**src/rtl/apb_bridge_fsm.sv**
```systemverilog
// AHB-to-APB bridge: decodes NSLV equal-size slave windows and runs APB SETUP/ACCESS
// with per-slave wait states, slave-error propagation and a wait-state timeout.
module apb_bridge_fsm #(
    parameter int                NSLV      = 7,
    parameter int                ADDR_W    = 32,
    parameter int                DATA_W    = 32,
    parameter logic [ADDR_W-1:0] BASE_ADDR = 32'h4000_0400,
    parameter logic [ADDR_W-1:0] SLV_SIZE  = 32'h400,
    parameter int                TIMEOUT   = 255
) (
    input  logic                   pclk,
    input  logic                   hreset,
    input  logic                   hsel,
    input  logic [1:0]             htrans,
    input  logic                   hwrite,
    input  logic [ADDR_W-1:0]      haddr,
    input  logic [DATA_W-1:0]      hwdata,
    input  logic                   hreadyin,
    output logic                   hreadyout,
    output logic [1:0]             hresp,
    output logic [DATA_W-1:0]      hrdata,
    output logic [NSLV-1:0]        psel,
    output logic                   penable,
    output logic                   pwrite,
    output logic [ADDR_W-1:0]      paddr,
    output logic [DATA_W-1:0]      pwdata,
    input  logic [NSLV*DATA_W-1:0] prdata_bus,
    input  logic [NSLV-1:0]        pready,
    input  logic [NSLV-1:0]        pslverr
);

    localparam int SHIFT = $clog2(SLV_SIZE);
    localparam int IDX_W = (NSLV > 1) ? $clog2(NSLV) : 1;
    localparam int CNT_W = (TIMEOUT > 0) ? $clog2(TIMEOUT + 1) : 1;

    localparam logic [2:0] IDLE   = 3'd0;
    localparam logic [2:0] LATCH  = 3'd1;
    localparam logic [2:0] SETUP  = 3'd2;
    localparam logic [2:0] ACCESS = 3'd3;
    localparam logic [2:0] ERR1   = 3'd4;
    localparam logic [2:0] ERR2   = 3'd5;

    logic [2:0]        st, st_nxt;
    logic [IDX_W-1:0]  idx, dec_idx;
    logic [CNT_W-1:0]  cnt;
    logic [ADDR_W-1:0] off;
    logic              accept, take, mapped;
    logic              rdy_sel, err_sel;
    logic [DATA_W-1:0] prd_sel;
    logic [NSLV-1:0]   sel_onehot;
    logic              unused_htrans0;

    // NONSEQ and SEQ are handled alike, so the low htrans bit carries no information here
    assign unused_htrans0 = htrans[0];

    assign accept  = hsel & hreadyin & htrans[1];
    assign take    = accept & ((st == IDLE) | (st == ERR2));
    // Offset below BASE_ADDR wraps to a huge value, so the window check needs both bounds
    assign off     = (haddr - BASE_ADDR) >> SHIFT;
    assign mapped  = (haddr >= BASE_ADDR) && (off < ADDR_W'(NSLV));
    assign dec_idx = off[IDX_W-1:0];

    always_comb begin
        rdy_sel    = 1'b0;
        err_sel    = 1'b0;
        prd_sel    = '0;
        sel_onehot = '0;
        for (int i = 0; i < NSLV; i++) begin
            if (idx == IDX_W'(i)) begin
                rdy_sel       = pready[i];
                err_sel       = pslverr[i];
                prd_sel       = prdata_bus[i*DATA_W +: DATA_W];
                sel_onehot[i] = 1'b1;
            end
        end
    end

    always_comb begin
        st_nxt = st;
        case (st)
            IDLE:    if (accept) st_nxt = mapped ? LATCH : ERR1;
            LATCH:   st_nxt = SETUP;
            SETUP:   st_nxt = ACCESS;
            ACCESS: begin
                if (rdy_sel)
                    st_nxt = err_sel ? ERR1 : IDLE;
                else if ((TIMEOUT != 0) && (cnt == CNT_W'(TIMEOUT - 1)))
                    st_nxt = ERR1;
            end
            ERR1:    st_nxt = ERR2;
            ERR2:    st_nxt = accept ? (mapped ? LATCH : ERR1) : IDLE;
            default: st_nxt = IDLE;
        endcase
    end

    // Bus outputs are registered from the next state so they change cleanly on the edge
    always_ff @(posedge pclk) begin
        if (hreset) begin
            st        <= IDLE;
            hreadyout <= 1'b1;
            hresp     <= 2'b00;
            psel      <= '0;
            penable   <= 1'b0;
            pwrite    <= 1'b0;
            paddr     <= '0;
            pwdata    <= '0;
            hrdata    <= '0;
            idx       <= '0;
            cnt       <= '0;
        end else begin
            st        <= st_nxt;
            hreadyout <= (st_nxt == IDLE) || (st_nxt == ERR2);
            hresp     <= ((st_nxt == ERR1) || (st_nxt == ERR2)) ? 2'b01 : 2'b00;
            psel      <= ((st_nxt == SETUP) || (st_nxt == ACCESS)) ? sel_onehot : '0;
            penable   <= (st_nxt == ACCESS);
            if (take) begin
                paddr  <= haddr;
                pwrite <= hwrite;
                idx    <= dec_idx;
            end
            if (st == LATCH)
                pwdata <= hwdata;
            if (st == SETUP)
                cnt <= '0;
            else if ((st == ACCESS) && (cnt != {CNT_W{1'b1}}))
                cnt <= cnt + CNT_W'(1);
            if ((st == ACCESS) && rdy_sel && !err_sel && !pwrite)
                hrdata <= prd_sel;
        end
    end

endmodule

```
**config.mk**
```make
export PLATFORM = sky130hd
export DESIGN_NAME = apb_bridge_fsm
export DESIGN_NICKNAME = d
export VERILOG_FILES = /design/src/rtl/apb_bridge_fsm.sv
export SDC_FILE = /design/constraint.sdc
export NUM_CORES = 1
export LEC_CHECK = 0
export ABC_AREA = 1
export BUFFER_PORTS_ARGS = -buffer_cell sky130_fd_sc_hd__buf_2
export CAP_MARGIN = 25
export CELL_PAD_IN_SITES_DETAIL_PLACEMENT = 1
export CELL_PAD_IN_SITES_GLOBAL_PLACEMENT = 1
export CORE_AREA = 5 5 166 168
export CTS_CLUSTER_DIAMETER = 150
export CTS_CLUSTER_SIZE = 20
export DETAILED_ROUTE_END_ITERATION = 10
export DIE_AREA = 0 0 171 173
export PLACE_DENSITY = 0.76
export SLEW_MARGIN = 15
export SYNTH_ARGS = -nofsm -noshare
export SYNTH_HDL_FRONTEND = slang
export SYNTH_SLANG_ARGS = --single-unit
```
**constraint.sdc**
```tcl
create_clock -name pclk -period 2.2 [get_ports pclk]
set_input_delay 0.66 -clock pclk [delete_from_list [all_inputs] [get_ports pclk]]
set_output_delay 0.66 -clock pclk [all_outputs]
set_load 0.05 [all_outputs]
```
[Word-level counts from Yosys, hierarchy flattened]
Index checks and enable logic that the tools add are counted.
Cells by class
  add/sub/neg operators: 2
  $lt $le $gt $ge: 2
  equality and inequality tests: 17
  muxes and demuxes: 36
  bitwise logic cells: 5
  reductions and logical operators: 15
Operators with widths (number)
  2-to-1 mux 32 bit: 7
  greater-or-equal comparator 32 x 31 -> 1 bit, second input constant: 1
  subtractor 32 x 31 -> 32 bit, second input constant: 1
  < comparator 22 x 3 -> 1 bit, second input constant: 1
  2-to-1 mux 1 bit: 22
  == test 3 bit, second input constant: 7
  == test 3 x 2 -> 1 bit, second input constant: 6
  2-to-1 mux 3 bit: 6
  one-hot mux 3 bit (6 select lines): 1
  zero test 3 bit: 3
  adder 8 x 1 -> 8 bit, second input constant: 1
  == test 8 bit, second input constant: 1
  != test 8 bit, second input constant: 1
  == test 3 x 1 -> 1 bit, second input constant: 2
  logical AND 1 bit: 5
  OR reduction 2 bit: 2
  bitwise AND 1 bit: 3
  logical OR 1 bit: 3
  zero test 1 bit: 2
  NOT 1 bit: 1
  OR 1 bit: 1
Storage, ports and cells
  register bits after elaboration: 122
  input bits: 309
  output and inout bits: 108
  logic and storage cells: 88

[Longest topological paths before layout]
Gate-level depths: netlist (run 1).
  word-level depth: 15
  depth in mapped cells: 17
  depth with buffers taken out: 17

[Least setup slack after synthesis (run 1)]
Ideal clock, no wire load.
  path type: input -> register
  start point: input port haddr[11]
  end point: register hreadyout
  setup time: 0.129 ns
  arrival time: 2.073 ns
  required time: 2.071 ns
  path slack: -0.002 ns
  cell stages on the path: 13
  buffers on the path: 0
  cell sequence: inv_1 -> ha_1 -> nand3_1 -> nor2_1 -> nand4_1 -> o21ai_0 -> nand2_1 -> nor2_1 -> nand3_1 -> nand3_1 -> nor2_1 -> nand2_1 -> nand3_1
Between the ends
  cells in the longest elaborated chain, start to end: 8
  elaborated cells on any way between the ends: 11
  classes of those cells: 1 x add/sub; 2 x order compare; 1 x eq/ne; 4 x mux; 3 x reduce/logical
RTL lines
  start, declared: line 16  | input logic [ADDR_W-1:0] haddr,
  subtractor 32 x 31 -> 32 bit: line 59  | assign off = (haddr - BASE_ADDR) >> SHIFT;
  < comparator 22 x 3 -> 1 bit: line 60  | assign mapped = (haddr >= BASE_ADDR) && (off < ADDR_W'(NSLV));
  logical AND 1 bit (*): line 60
  2-to-1 mux 3 bit (*): line 81, 91
  2-to-1 mux 3 bit, on equally long branches: line 91, 81
  one-hot mux 3 bit (6 select lines) (*): line 80  | case (st)
  == test 3 bit / zero test 3 bit (equally long branches): line 112  | hreadyout <= (st_nxt == IDLE) || (st_nxt == ERR2);
  logical OR 1 bit (*): line 112
  end signal, assigned: line 112
  end, declared: line 19  | output logic hreadyout,
Every way passes the cells marked *; elsewhere a longest branch is shown, timed or not.
A chain may end at the register's enable or synchronous reset.

[Final worst setup path (run 1)]
  start point: register idx[1]
  end point: register hrdata[5]
Between the ends
  cells in the longest elaborated chain, start to end: 11
  elaborated cells on any way between the ends: 32
  classes of those cells: 6 x eq/ne; 21 x mux; 5 x reduce/logical
RTL lines
  start, declared: line 44  | logic [IDX_W-1:0] idx, dec_idx;
  start signal, assigned: line 119  | idx <= dec_idx;
  zero test 3 bit: line 69  | if (idx == IDX_W'(i)) begin
  2-to-1 mux 1 bit (7 in a row): line 69
  logical AND 1 bit / zero test 1 bit (equally long branches): line 127  | if ((st == ACCESS) && rdy_sel && !err_sel && !pwrite)
  logical AND 1 bit (2 in a row): line 127
  end signal, assigned: line 128  | hrdata <= prd_sel;
  end, declared: line 21  | output logic [DATA_W-1:0] hrdata,
Parallel ways exist; a longest one is shown, timed or not.

==> results of run 1 <==
## where the power goes
group / internal, mW / switching, mW / total, mW
clock: 1.58 / 1.15 / 2.73
combinational: 0.514 / 0.916 / 1.43
sequential: 2.28 / 0.0452 / 2.33
## how the worst max path moves through the flow
stage,start,end,depth (start not counted)
after floorplan,haddr[11],hreadyout,13
after global placement,haddr[10],hreadyout,18
after detailed placement,haddr[10],hreadyout,18
after CTS,idx[1],hrdata[5],12
after global routing,idx[1],hrdata[5],12
final,idx[1],hrdata[5],12
## worst reg2reg max path: stages, from the launching register on
cell and delay (ns):
dfxtp_2 0.35, buf_4 0.16, nor3_4 0.29, nand2_1 0.10
nand3_1 0.12, a21oi_2 0.05, nand4_1 0.08, nand2_2 0.09
nor3_4 0.17, buf_12 0.19, buf_12 0.18, nor2_1 0.06
a211oi_2 0.16
## routing by layer
metal	track usage [%]	wire [um]	vias to the layer above
met5	0	46	-
met4	6.54	815	6
met3	5.91	2580	44
met2	35.5	15700	286
met1	21.5	11700	3832
li1	-	-	4058
## metrics by stage
step                total power [mW]  setup slack, ns  TNS, ns  area (um2)  util [%]
floorplan                       3.17           0.0615        0        6330         -
global placement                3.79           -0.187   -0.573        9160      35.5
detailed placement              3.81           -0.239   -0.811        9160      35.5
CTS                             6.60           0.0165        0        9720      37.7
global route                    6.85          -0.0239  -0.0347        9830      38.2
finish                          6.48            0.134        0        9830      38.2
## logic make-up after synthesis
group                      count (synthesis)  synth area share (%)
buffers and inverters                    109                  7.02
DFF                                      121                  38.3
and+or+nand+nor                          507                  32.5
AOI/OAI and AO/OA                        203                  21.0
adders and majority gates                  4                 0.791
other                                      1                0.0593
xor gates and xnor gates                   2                 0.277
## cell type report
cell class                      count  share of cell area (%)
Inverter                           56                    2.14
Clock inverter                     14                    1.39
Clock buffer                       18                    4.36
Multi-Input combinational cell    717                    35.7
Timing Repair Buffer              481                    27.2
Sequential cell                   121                    24.7
Tap cell                          335                    4.26
Antenna cell                       10                   0.255
## placed cells by master, fill, tap and decap left out, types with 5 or more instances in the layout
cell type and instances:
clkinvlp_4 5, a21oi_1 75, nand2_1 268, inv_1 49, nor2_1 151, buf_12 6
buf_2 414, nand3_1 60, nand4_1 10, a211oi_2 22, a221oi_1 30, buf_4 59
inv_6 5, dfxtp_1 119, diode_2 10, a211oi_1 11, nor3_1 6, o21ai_0 59
clkbuf_16 18
## registers in the layout, indices dropped and copies added, names as in the netlist
register / cells
paddr: 32
penable: 1
hresp: 1
st: 3
psel: 7
hreadyout: 1
hrdata: 32
pwdata: 32
cnt: 8
idx: 3
pwrite: 1
## what timing repair did
action,in CTS,in global routing
gates cloned,0,1
pin swaps,1,1
resized for setup,1,13
setup buffers,0,2
setup endpoints to repair,5,33
==> results.md, run 1 <==
- Max-cap viol count: 0
- DRC Markers: 0
- Pwr per Cell Area: 660 mW/mm2
- Row Count: 59
- Critical path type: reg2reg
- CP Capture Type: register
- Clock Latency Late Sink: 0.42 ns
- Synth Net Count: 1260
- Nets: 1707
- Total Wirelength: 30900 um
- Io pins: 417
- Largest net degree at the start of global routing: 47
- Syn avg cell area: 6.68 um2
- Iter 0 DRT Violations: 365
- DP Cell Count: 1707
- CTS Buf Count: 17
- Antenna-violating nets left: 0
- Drt via density: 4.70
- Total core area: 0.0258 mm2
- Synth area leader: dfxtp_1
- Clock transition at path regs: 0.06 ns
- DRT Pass-1 Iters: 4
- Reg area: 0.00243 mm2
- Outcome: completed
- Flop2flop setup slack: 0.13 ns
- CTS tree: built
- Arrival time at the worst endpoint: 2.39 ns
- Yosys top cell area share: 38.3%
- CP startpoint kind: register
- Leak: 4.92 nW
- CTS Hold Buffers Added: 0
- Initial cell density of the core: 24.5%
- Crit path max fanout: 16
- Max Slew Vio Count: 0
- RSZ-0062 raised after global routing: true
- Share of layout cells above drive strength 1: 39.5%
- Layout area overhead: 55.5%
- Root Buffer: clkbuf_16
- Asr flop ratio synth: 0%
- Hold Fails Final Rpt: 0
- Slowest-stage cell, CP: dfxtp_2
- First-pass GRT wire length: 45900 um
- Largest delay share family, worst path: simple AND/OR/NAND/NOR gates
- Sink Count: 121
- Syn. warnings: 0
- Setup violations, final: 0
- Ranking of synthesized cells by area: dfxtp_1 38%, nand2_1 16%, nor2_1 9.1%
- Cell area after synthesis: 0.00632 mm2
- Max VDD drop: 0.447 mV
- Netlist cell types: 27
- Worst reg2reg startpoint: idx[1]
- IO buf count: 414
- Slew HR: 54.4%
- Worst Reg-to-Reg Cells: 12
- Worst hold start: paddr[5]
- Detailed Place HPWL: 24700 um
- Sequence of cells on the critical path: buf_4, nor3_4, nand2_1, nand3_1, a21oi_2, nand4_1, nand2_2, nor3_4, buf_12, buf_12, nor2_1, a211oi_2
- Worst Path Buf+Inv: 3
- Total gr overflow: 0
- Synth top cells by count: 269 x nand2_1, 154 x nor2_1, 121 x dfxtp_1
- Die Y-Extent: 173 um
- Setup Skew: 0.0101 ns
- Hold WS: 0.463 ns
- Global placer's final weighted congestion: 0.899
- Flops & latches, synth: 121
- Routed vias: 8226
- Mapped Cells: 947
- Final Cycle Share: 93.9%
- Worst reg2reg endpoint: hrdata[5]
- Seq/Total Area, Yosys: 38.3%
- Routed len/inst: 17.6 um
- Worst Path Required: 2.52 ns
- Multi-input gate area: 0.00351 mm2
- CP peak stage delay: 0.35 ns
- Antenna violations before repair: 12
- Prevailing post-synth register cell: dfxtp_1
- Die area: 0.0296 mm2
- Achievable Freq: 484 MHz
- Fillers: 3422
- Clock H-tree levels: 4
- HP Class: reg2reg
- Number of synthesized flops with an enable pin: 0
- Most common cell in the netlist: nand2_1
- Hold Path End: paddr[5]
- Number of global-route vias before repair: 8466
- Total GRT Usage: 19.6%
- Die width: 171 um
- Final period demand of the worst path: 2.07 ns
- Hold Crit Depth: 2
- Worst Max-Slew Pin Slew: 0.683 ns
- Non-Filler Instances: 1752
- Max clock buf depth: 2
(Power assumes the default switching activity.)
==> run 2: changes to the inputs <==
--- a/config.mk
+++ b/config.mk
@@ -5,7 +5,6 @@
 export SDC_FILE = /design/constraint.sdc
 export NUM_CORES = 1
 export LEC_CHECK = 0
-export ABC_AREA = 1
 export BUFFER_PORTS_ARGS = -buffer_cell sky130_fd_sc_hd__buf_2
 export CAP_MARGIN = 25
 export CELL_PAD_IN_SITES_DETAIL_PLACEMENT = 1
==> results.md, run 2 <==
- Hold Fails Final Rpt: 0 (unchanged)
- Total gr overflow: 0 (unchanged)
- Hold Crit Depth: 2 (unchanged)
- Synth area leader: dfxtp_1 (unchanged)
- Levels on crit path: 9 (was 12)
- Total core area: 0.0258 mm2 (unchanged)
- HP Class: reg2reg (unchanged)
- Pwr per Cell Area: 623 mW/mm2 (was 660 mW/mm2)
- Yosys top cell area share: 36.7% (was 38.3%)
- Syn. warnings: 0 (unchanged)
- Power Total: 6.58 mW (was 6.48 mW)
- Clock H-tree levels: 4 (unchanged)
- Largest net degree at the start of global routing: 51 (was 47)
- Drt via density: 4.91 (was 4.70)
- Sink Count: 121 (unchanged)
- Mapped Cells: 878 (was 947)
- CTS Hold Buffers Added: 0 (unchanged)
- Worst Reg-to-Reg Cells: 8 (was 12)
- Post-route cell area: 0.0106 mm2 (was 0.00983 mm2)
- Most common cell after layout, fill and taps aside: buf_2 (unchanged)
- Row Count: 59 (unchanged)
- Failing checks: setup timing
- Antenna-violating nets left: 0 (unchanged)
- Prevailing post-synth register cell: dfxtp_1 (unchanged)
- Compound-Gate Fraction of Synth Area: 24.8% (was 21.0%)
- Number of global-route vias before repair: 8915 (was 8466)
- Worst Path Buf+Inv: 2 (was 3)
- Die Y-Extent: 173 um (unchanged)
- Most common cell in the netlist: a21oi_1 (was nand2_1)
- Total GRT Usage: 20.7% (was 19.6%)
- Worst Max-Slew Pin Slew: 0.583 ns (was 0.683 ns)
- Synth Net Count: 1191 (was 1260)
- Worst Path Required: 2.50 ns (was 2.52 ns)
- CTS Buf Count: 17 (unchanged)
- Root Buffer: clkbuf_16 (unchanged)
- Layout area overhead: 60.3% (was 55.5%)
- Nets: 1650 (was 1707)
- Achievable Freq: 406 MHz (was 484 MHz)
- IO buf count: 414 (unchanged)
- Arrival time at the worst endpoint: 2.76 ns (was 2.39 ns)
- Number of synthesized flops with an enable pin: 0 (unchanged)
- Critical path type: in2reg (was reg2reg)
- Max clock buf depth: 2 (unchanged)
- Global placer's final weighted congestion: 0.900 (was 0.899)
- Largest delay share family, worst path: simple AND/OR/NAND/NOR gates (unchanged)
- Clock transition at path regs: 0.06 ns (about the same)
- Netlist cell types: 59 (was 27)
- Die width: 171 um (unchanged)
- Post-synthesis mux area share: 10.5% (was 0%)
- Util after Layout: 41.0% (was 38.2%)
- Max-cap viol count: 0 (unchanged)
- First-pass GRT wire length: 48600 um (was 45900 um)
- Crit path max fanout: 3 (was 16)
- Initial cell density of the core: 25.6% (was 24.5%)
- CP Capture Type: register (unchanged)
- DRT Pass-1 Iters: 4 (unchanged)
- Detailed Place HPWL: 24300 um (was 24700 um)
- RSZ-0062 raised after global routing: true (unchanged)
- Setup Skew: 0.0107 ns (was 0.0101 ns)
- Synth Area in Simple Gates: 20.8% (was 32.5%)
- Final period demand of the worst path: 2.46 ns (was 2.07 ns)
- DRC Markers: 0 (unchanged)
- Share of layout cells above drive strength 1: 43.3% (was 39.5%)
- Io pins: 417 (unchanged)
- Synth top cells by count: 171 x a21oi_1, 140 x nand2_1, 121 x dfxtp_1, 121 x nor2_1, 67 x a211oi_1 (was 269 x nand2_1, 154 x nor2_1, 121 x dfxtp_1)
- Leak: 4.74 nW (was 4.92 nW)
- Setup violations, final: 4 (was 0)
- Synth Area in Adders: 0.759% (was 0.791%)
- Cell area after synthesis: 0.00660 mm2 (was 0.00632 mm2)
- Die area: 0.0296 mm2 (unchanged)
- Slew HR: 60.8% (was 54.4%)
- CP startpoint kind: input pin (was register)
- Clock Latency Late Sink: 0.42 ns (about the same)
- CP peak stage delay: 0.48 ns (was 0.35 ns)
- Top Registers: hrdata x32, paddr x32, pwdata x32 (unchanged)
- Routed len/inst: 19.1 um (was 17.6 um)
- Post-synthesis xor/xnor area fraction: 1.20% (was 0.277%)
- Flops & latches, synth: 121 (unchanged)
- Routed vias: 8282 (was 8226)
- Syn avg cell area: 7.51 um2 (was 6.68 um2)
- Seq/Total Area, Yosys: 36.7% (was 38.3%)
- Slowest-stage cell, CP: or4_4 (was dfxtp_2)
- CTS tree: built (unchanged)
- Pre-CTS WS: -0.854 ns (was -0.239 ns)
- Final WS setup: -0.263 ns (was 0.134 ns)
- Final Cycle Share: 112% (was 93.9%)
- Total Wirelength: 32200 um (was 30900 um)
- Ranking of synthesized cells by area: dfxtp_1 37%, a21oi_1 13%, mux2i_1 10% (was dfxtp_1 38%, nand2_1 16%, nor2_1 9.1%)
- Antenna violations before repair: 5 (was 12)
- Outcome: finished with violations (was completed)
- Asr flop ratio synth: 0% (unchanged)
- Most frequent cells in the layout: 410 x buf_2, 170 x a21oi_1, 140 x nand2_1 (was 414 x buf_2, 268 x nand2_1, 151 x nor2_1)
- Largest family of logic cells by synthesized area: compound AO/OA/AOI/OAI gates (was simple AND/OR/NAND/NOR gates)
- Iter 0 DRT Violations: 330 (was 365)
- Max VDD drop: 0.441 mV (was 0.447 mV)
- Sequence of cells on the critical path: buf_8, nor4_4, buf_4, nand4_1, xnor2_1, a2111o_1, or4_4, o31ai_4, o31ai_1 (was buf_4, nor3_4, nand2_1, nand3_1, a21oi_2, nand4_1, nand2_2, nor3_4, buf_12, buf_12, nor2_1, a211oi_2)
- Max Slew Vio Count: 0 (unchanged)
- Area post-placement: 0.00956 mm2 (was 0.00916 mm2)
## run 2: logic make-up (layout without fill, tap and decap cells)
family	after synthesis	in the layout
compound gates	272	272
flops	121	121
simple gates	319	320
buf+inv	84	555
other cells	1	3
mux	68	68
xor+xnor	9	9
fa+ha+maj	4	4
## run 2: report_power, final
group          internal [mW]  switching [mW]
Sequential              2.25          0.0368
Clock                   1.58            1.14
Combinational          0.658           0.913
## run 2: stage by stage
| stage | hold WS [ns] | instances | TNS (ns) |
|---|---|---|---|
| floorplan | 0.458 | 878 | -1.28 |
| global placement | 0.439 | 1639 | -12.16 |
| detailed placement | 0.445 | 1639 | -13.24 |
| CTS | 0.454 | 1686 | -0.393 |
| global route | 0.460 | 1687 | -0.932 |
| finish | 0.450 | 1687 | -0.667 |
## run 2: layout make-up
| class | instances | area, um2 |
|---|---|---|
| fillers | 3240 | 15200 |
| multi-input cells | 674 | 4070 |
| repair buffers | 511 | 3030 |
| flip-flops and latches | 121 | 2430 |
| clock buffers | 17 | 425 |
| well taps | 335 | 419 |
| clock inverters | 15 | 143 |
| inverters | 12 | 45.0 |
| diodes | 2 | 5.00 |
## run 2: repair_timing
action | CTS | global route
endpoints found under the setup margin | 37 | 44
pin swaps | 15 | 22
resized for setup | 29 | 23
setup buffers | 10 | 1
gates cloned | 6 | 1
## run 2: per-layer routing
layer	GRT usage (%)	vias to the layer above	routed length [um]	share of wire [%]
met3	5.50	56	2120	6.6
met5	0	-	34	0.11
met2	36.8	287	16400	51
met1	23.8	3907	12800	40
met4	7.40	4	852	2.6
li1	-	4028	-	-
## run 2: path summary, 6_finish.rpt
kind,end,start,slack (ns)
worst max-delay path,hreadyout,haddr[14],-0.26
worst min-delay path,paddr[3],paddr[3],0.45
worst max register to register,hrdata[20],idx[0],0.13
worst min register to register,paddr[3],paddr[3],0.45
## run 2: worst reg2reg max path, stage by stage (launching register included)
cell and delay [ns]:
dfxtp_4 0.40, mux4_2 0.55, mux2i_4 0.18, a32oi_2 0.11, nor3_4 0.17, buf_6 0.16
buf_8 0.16, nor2_1 0.06, a211oi_1 0.19
